[src/rtl/text_console_ctrl.sv]
// Write-port controller for the VGA text RAM: places characters at a wrapping
// cursor and runs a full-screen clear, sharing one byte-wide write port.
module text_console_ctrl #(
  parameter int COLS = 30,
  parameter int ROWS = 17
) (
  input  logic        clk,
  input  logic        rst,
  input  logic        put_valid,
  output logic        put_ready,
  input  logic [7:0]  put_char,
  input  logic [7:0]  put_attr,
  input  logic        clr_req,
  input  logic [7:0]  clr_attr,
  output logic        busy,
  output logic [4:0]  cur_col,
  output logic [4:0]  cur_row,
  output logic        ram_cea,
  output logic [10:0] ram_ada,
  output logic [7:0]  ram_din
);

  typedef enum logic [2:0] {IDLE, PUT_CHR, PUT_ATR, CLR_CHR, CLR_ATR} state_t;

  localparam logic [4:0] LAST_COL = 5'(COLS - 1);
  localparam logic [4:0] LAST_ROW = 5'(ROWS - 1);
  localparam logic [7:0] SPACE    = 8'h20;
  localparam logic [7:0] CH_BS    = 8'h08;
  localparam logic [7:0] CH_LF    = 8'h0A;
  localparam logic [7:0] CH_CR    = 8'h0D;

  state_t     state;
  logic       pending;
  logic       run;
  logic [7:0] attr_q;
  logic [4:0] clr_col, clr_row;
  logic [4:0] clr_col_nxt, clr_row_nxt;
  logic [4:0] cur_col_nxt, cur_row_nxt;
  logic [4:0] row_inc;
  logic       clr_last;
  logic       clr_start;
  logic       accept;

  // run keeps put_ready low while reset is held and for the first edge after it
  assign put_ready = run && (state == IDLE) && !pending;
  assign busy      = (state != IDLE) || pending;
  assign accept    = put_valid && put_ready;

  always_comb begin
    row_inc     = (cur_row == LAST_ROW) ? 5'd0 : cur_row + 5'd1;
    cur_col_nxt = cur_col + 5'd1;
    cur_row_nxt = cur_row;
    if (cur_col == LAST_COL) begin
      cur_col_nxt = 5'd0;
      cur_row_nxt = row_inc;
    end
    clr_last    = (clr_col == LAST_COL) && (clr_row == LAST_ROW);
    clr_col_nxt = clr_col + 5'd1;
    clr_row_nxt = clr_row;
    if (clr_col == LAST_COL) begin
      clr_col_nxt = 5'd0;
      clr_row_nxt = clr_row + 5'd1;
    end
  end

  // A pending clear is served at every point where the write port becomes free
  assign clr_start = pending &&
                     ((state == IDLE) || (state == PUT_ATR) ||
                      ((state == CLR_ATR) && clr_last));

  always_ff @(posedge clk or posedge rst) begin
    if (rst) begin
      state   <= IDLE;
      pending <= 1'b0;
      run     <= 1'b0;
      attr_q  <= 8'd0;
      clr_col <= 5'd0;
      clr_row <= 5'd0;
      cur_col <= 5'd0;
      cur_row <= 5'd0;
      ram_cea <= 1'b0;
      ram_ada <= 11'd0;
      ram_din <= 8'd0;
    end else begin
      run <= 1'b1;
      if (clr_req) pending <= 1'b1;

      case (state)
        IDLE: begin
          if (accept) begin
            case (put_char)
              CH_CR: cur_col <= 5'd0;
              CH_LF: cur_row <= row_inc;
              CH_BS: if (cur_col != 5'd0) cur_col <= cur_col - 5'd1;
              default: begin
                attr_q  <= put_attr;
                ram_cea <= 1'b1;
                ram_ada <= {cur_row, cur_col, 1'b0};
                ram_din <= put_char;
                state   <= PUT_CHR;
              end
            endcase
          end
        end
        PUT_CHR: begin
          ram_ada <= ram_ada + 11'd1;
          ram_din <= attr_q;
          state   <= PUT_ATR;
        end
        PUT_ATR: begin
          cur_col <= cur_col_nxt;
          cur_row <= cur_row_nxt;
          ram_cea <= 1'b0;
          state   <= IDLE;
        end
        CLR_CHR: begin
          ram_ada <= ram_ada + 11'd1;
          ram_din <= attr_q;
          state   <= CLR_ATR;
        end
        CLR_ATR: begin
          if (clr_last) begin
            cur_col <= 5'd0;
            cur_row <= 5'd0;
            ram_cea <= 1'b0;
            state   <= IDLE;
          end else begin
            clr_col <= clr_col_nxt;
            clr_row <= clr_row_nxt;
            ram_ada <= {clr_row_nxt, clr_col_nxt, 1'b0};
            ram_din <= SPACE;
            state   <= CLR_CHR;
          end
        end
        default: begin
          ram_cea <= 1'b0;
          state   <= IDLE;
        end
      endcase

      // Overrides the case above; a request arriving on this very edge re-arms pending
      if (clr_start) begin
        pending <= clr_req;
        attr_q  <= clr_attr;
        clr_col <= 5'd0;
        clr_row <= 5'd0;
        ram_cea <= 1'b1;
        ram_ada <= 11'd0;
        ram_din <= SPACE;
        state   <= CLR_CHR;
      end
    end
  end

endmodule
[config.mk]
export PLATFORM = sky130hd
export DESIGN_NAME = text_console_ctrl
export DESIGN_NICKNAME = d
export VERILOG_FILES = /design/src/rtl/text_console_ctrl.sv
export SDC_FILE = /design/constraint.sdc
export NUM_CORES = 1
export LEC_CHECK = 0
export ABC_AREA = 1
export CAP_MARGIN = 25
export CORE_AREA = 5 5 63 108
export CTS_BUF_LIST = sky130_fd_sc_hd__clkbuf_4
export DETAILED_ROUTE_END_ITERATION = 10
export DIE_AREA = 0 0 68 113
export GPL_ROUTABILITY_DRIVEN = 0
export PLACE_DENSITY = 0.86
export SLEW_MARGIN = 10
export SYNTH_ARGS = -nofsm -noshare
export SYNTH_HDL_FRONTEND = slang
export SYNTH_SLANG_ARGS = --single-unit
[constraint.sdc]
create_clock -name clk -period 3.21 [get_ports clk]
set_input_delay 0.321 -clock clk [delete_from_list [all_inputs] [get_ports clk]]
set_output_delay 0.321 -clock clk [all_outputs]
set_load 0.005 [all_outputs]
==> impl_metrics.json <==
{
  "clkSlewWorstSetupHoldPaths_ns": 0.15,
  "die_h_microns": 113,
  "root_buffer": "sky130_fd_sc_hd__clkbuf_4",
  "worst_path_dominant_cell_family": "buffers and inverters",
  "clock_tree.buffer_depth": 2,
  "async_set_reset_flop_share_out_of_synthesis": 1.00,
  "highest_delay_cell_along_the_critical_path": "sky130_fd_sc_hd__clkdlybuf4s50_1",
  "synth_xor_area_frac": 0.0236,
  "worst_path_largest_cell_delay_ns": 0.44,
  "cts-resized-gates": 0,
  "period_share": 0.721,
  "yosys-top-cells-count": "sky130_fd_sc_hd__nand2_1 (157), sky130_fd_sc_hd__dfrtp_1 (53), sky130_fd_sc_hd__inv_1 (52)",
  "layoutNonFillerInstCount": 605,
  "seq_area_frac_synth": 0.397,
  "nets": 565,
  "first_pass_iters": 5,
  "proportion_of_layout_cells_with_a_drive_suffix_above_1": 0.0665,
  "dpl.cell_count": 597,
  "cts_post_setup_buffers_inserted": 0,
  "pin_count": 60,
  "worst-slew-pin-transition_ns": 0.532,
  "setup_slack_ns": 0.897,
  "synthTopCellsByArea": "sky130_fd_sc_hd__dfrtp_1 (40%), sky130_fd_sc_hd__nand2_1 (18%), sky130_fd_sc_hd__inv_1 (5.8%)",
  "skew_ns": 0.0169,
  "cp_num_buf_inv": 4,
  "cpMostUsedCell": "sky130_fd_sc_hd__inv_1",
  "grt_pass1_vias": 3387,
  "crit_type": "reg -> out",
  "relSlewSlack": 0.642,
  "grt_overflow": 0,
  "largest_net_degree_at_the_start_of_global_routing": 31,
  "count_of_final_hold_check_violations": 0,
  "initial_core_util": 0.577,
  "core_region_area_sq_um": 5790,
  "crit_end_element": "output port",
  "rsz0062_at_grt": "false",
  "grt_antenna_before_repair": 1,
  "power.static_leakage_nw": 1.93,
  "irDropWorstVdd_uv": 236,
  "worstPathRequired_ns": 2.89,
  "min-delay-path-class": "in -> async",
  "drtIter0Drc": 356,
  "average_cell_area_after_synthesis_sq_um": 7.12,
  "setup.worst_path.start": "state[1]",
  "via_per_inst": 5.58,
  "track_usage": 0.256,
  "number_of_enable_flip_flop_cells_after_synthesis": 0,
  "placementRows": 37,
  "post_synth_inst_count": 469,
  "post-synth-top-area-cell": "sky130_fd_sc_hd__dfrtp_1",
  "synthMuxAreaShare": 0,
  "wire_per_inst_microns": 15.2,
  "h_tree_level_count": 2,
  "crit_chain": "inv_1, nand2_1, nor2_2, inv_1, nor2_1, inv_1, clkdlybuf4s50_1",
  "min_period_ns": 2.31,
  "cts-buffers-inserted": 5,
  "synth.net_count": 508,
  "worstSkewPairLatency_ns": 0.38,
  "slew_viol_final": 0,
  "dieWidth_microns": 68,
  "die_area_sq_um": 7680,
  "cap_violations": 0,
  "ys_seq_elements": 53,
  "synth_top_family_by_area": "simple AND/OR/NAND/NOR gates",
  "synthAdderAreaFrac": 0.0412,
  "clock_sinks": 53,
  "first_pass_grt_wire_length_microns": 15200,
  "finalWirelength_microns": 9220,
  "placement.setup.worst_slack_ns": 0.968,
  "power_consumption_mw": 1.06,
  "synth.most_common_cell": "sky130_fd_sc_hd__nand2_1",
  "synthDistinctLibCells": 37,
  "routed-via-count": 3377,
  "drc_violation_count_after_routing": 0,
  "timing.final.setup_violations": 0,
  "synthSimpleGateAreaFrac": 0.332,
  "crit_fanout": 3,
  "clock_tree_from_tritoncts": "built",
  "cell_area_after_synthesis_sq_um": 3340,
  "yosysTopAreaCellShare": 0.397,
  "synth-warning-count": 0,
  "outcome": "completed",
  "synth-main-ff-cell": "sky130_fd_sc_hd__dfrtp_1",
  "p_per_area_nw_per_um2": 263,
  "detail-route-antenna-nets": 0,
  "achievable-frequency_mhz": 432,
  "synth-compound-area-share": 0.120,
  "worstPathArrival_ns": 1.99,
  "fin_tns_setup_ns": 0,
  "detailedPlacementHpwl_microns": 7240,
  "critPathLaunchType": "register",
  "holdBufCountCts": 0,
  "flow.area_growth_from_synthesis_pct": 20.6,
  "regToRegStartpoint": "state[1]",
  "finalCoreUtilization": 0.696,
  "placement.io_buffers": 59
}
cell usage in the layout, fill, tap and decap left out, drive strengths merged, types with 3 or more instances in the layout:
cell	instances
o21ai	41
clkbuf	6
nand2	168
ha	11
nand4	9
xnor2	5
xor2	4
clkinv	3
a21oi	10
o22ai	12
nor2	43
inv	56
clkdlybuf4s50	59
dfrtp	53
nand3	32
state kept, by name, indices dropped and copies added (netlist names):
| register | count |
|---|---|
| attr_q | 8 |
| clr_col | 5 |
| clr_row | 5 |
| cur_col | 5 |
| cur_row | 5 |
| pending | 1 |
| ram_ada | 11 |
| ram_cea | 1 |
| ram_din | 8 |
| run | 1 |
| state | 3 |
final cells by class:
type	count	area (sq um)
antenna	1	2.50
timing repair buffer	61	606
fill	506	1760
clock buffer	6	45.0
clock inverter	1	3.75
tap	78	97.6
inverter	58	219
sequential	53	1330
multi-input combinational	347	1730
worst paths after layout:
| check | end | slack, ns | cells past startpoint |
|---|---|---|---|
| hold / removal | clr_col[3] | 0.27 | 2 |
| max in group asynchronous | cur_col[0] | 2.13 | 3 |
| hold reg to reg | ram_din[4] | 0.50 | 2 |
| min in group clk | ram_din[4] | 0.50 | 2 |
| setup reg to reg | ram_ada[4] | 1.05 | 10 |
| setup / recovery | busy | 0.90 | 7 |
where the power goes:
part	switching, mW	total, mW	internal [mW]
clock network	0.207	0.295	0.0886
logic	0.0382	0.0831	0.0449
registers	0.00581	0.681	0.675
kinds of logic after synthesis:
kind of cell | count (synthesis)
xor+xnor | 9
fa+ha+maj | 11
simple gates | 256
compound gates | 70
flops | 53
other cells | 1
buf+inv | 69
through the flow:
stage | cell area, sq um | hold WS, ns
3_3_place_gp | 3980 | 0.467
2_1_floorplan | 3340 | 0.435
3_5_place_dp | 3980 | 0.471
4_1_cts | 4030 | 0.297
5_1_grt | 4030 | 0.316
6_report | 4030 | 0.270
routing by layer:
metal	GRT usage	part of all wire	vias up
li1	-	-	1606
met1	0.263	0.34	1571
met2	0.453	0.54	154
met3	0.0397	0.060	46
met4	0.171	0.060	0
met5	0	0	-
Note: power is estimated with default switching activity, not from simulation.
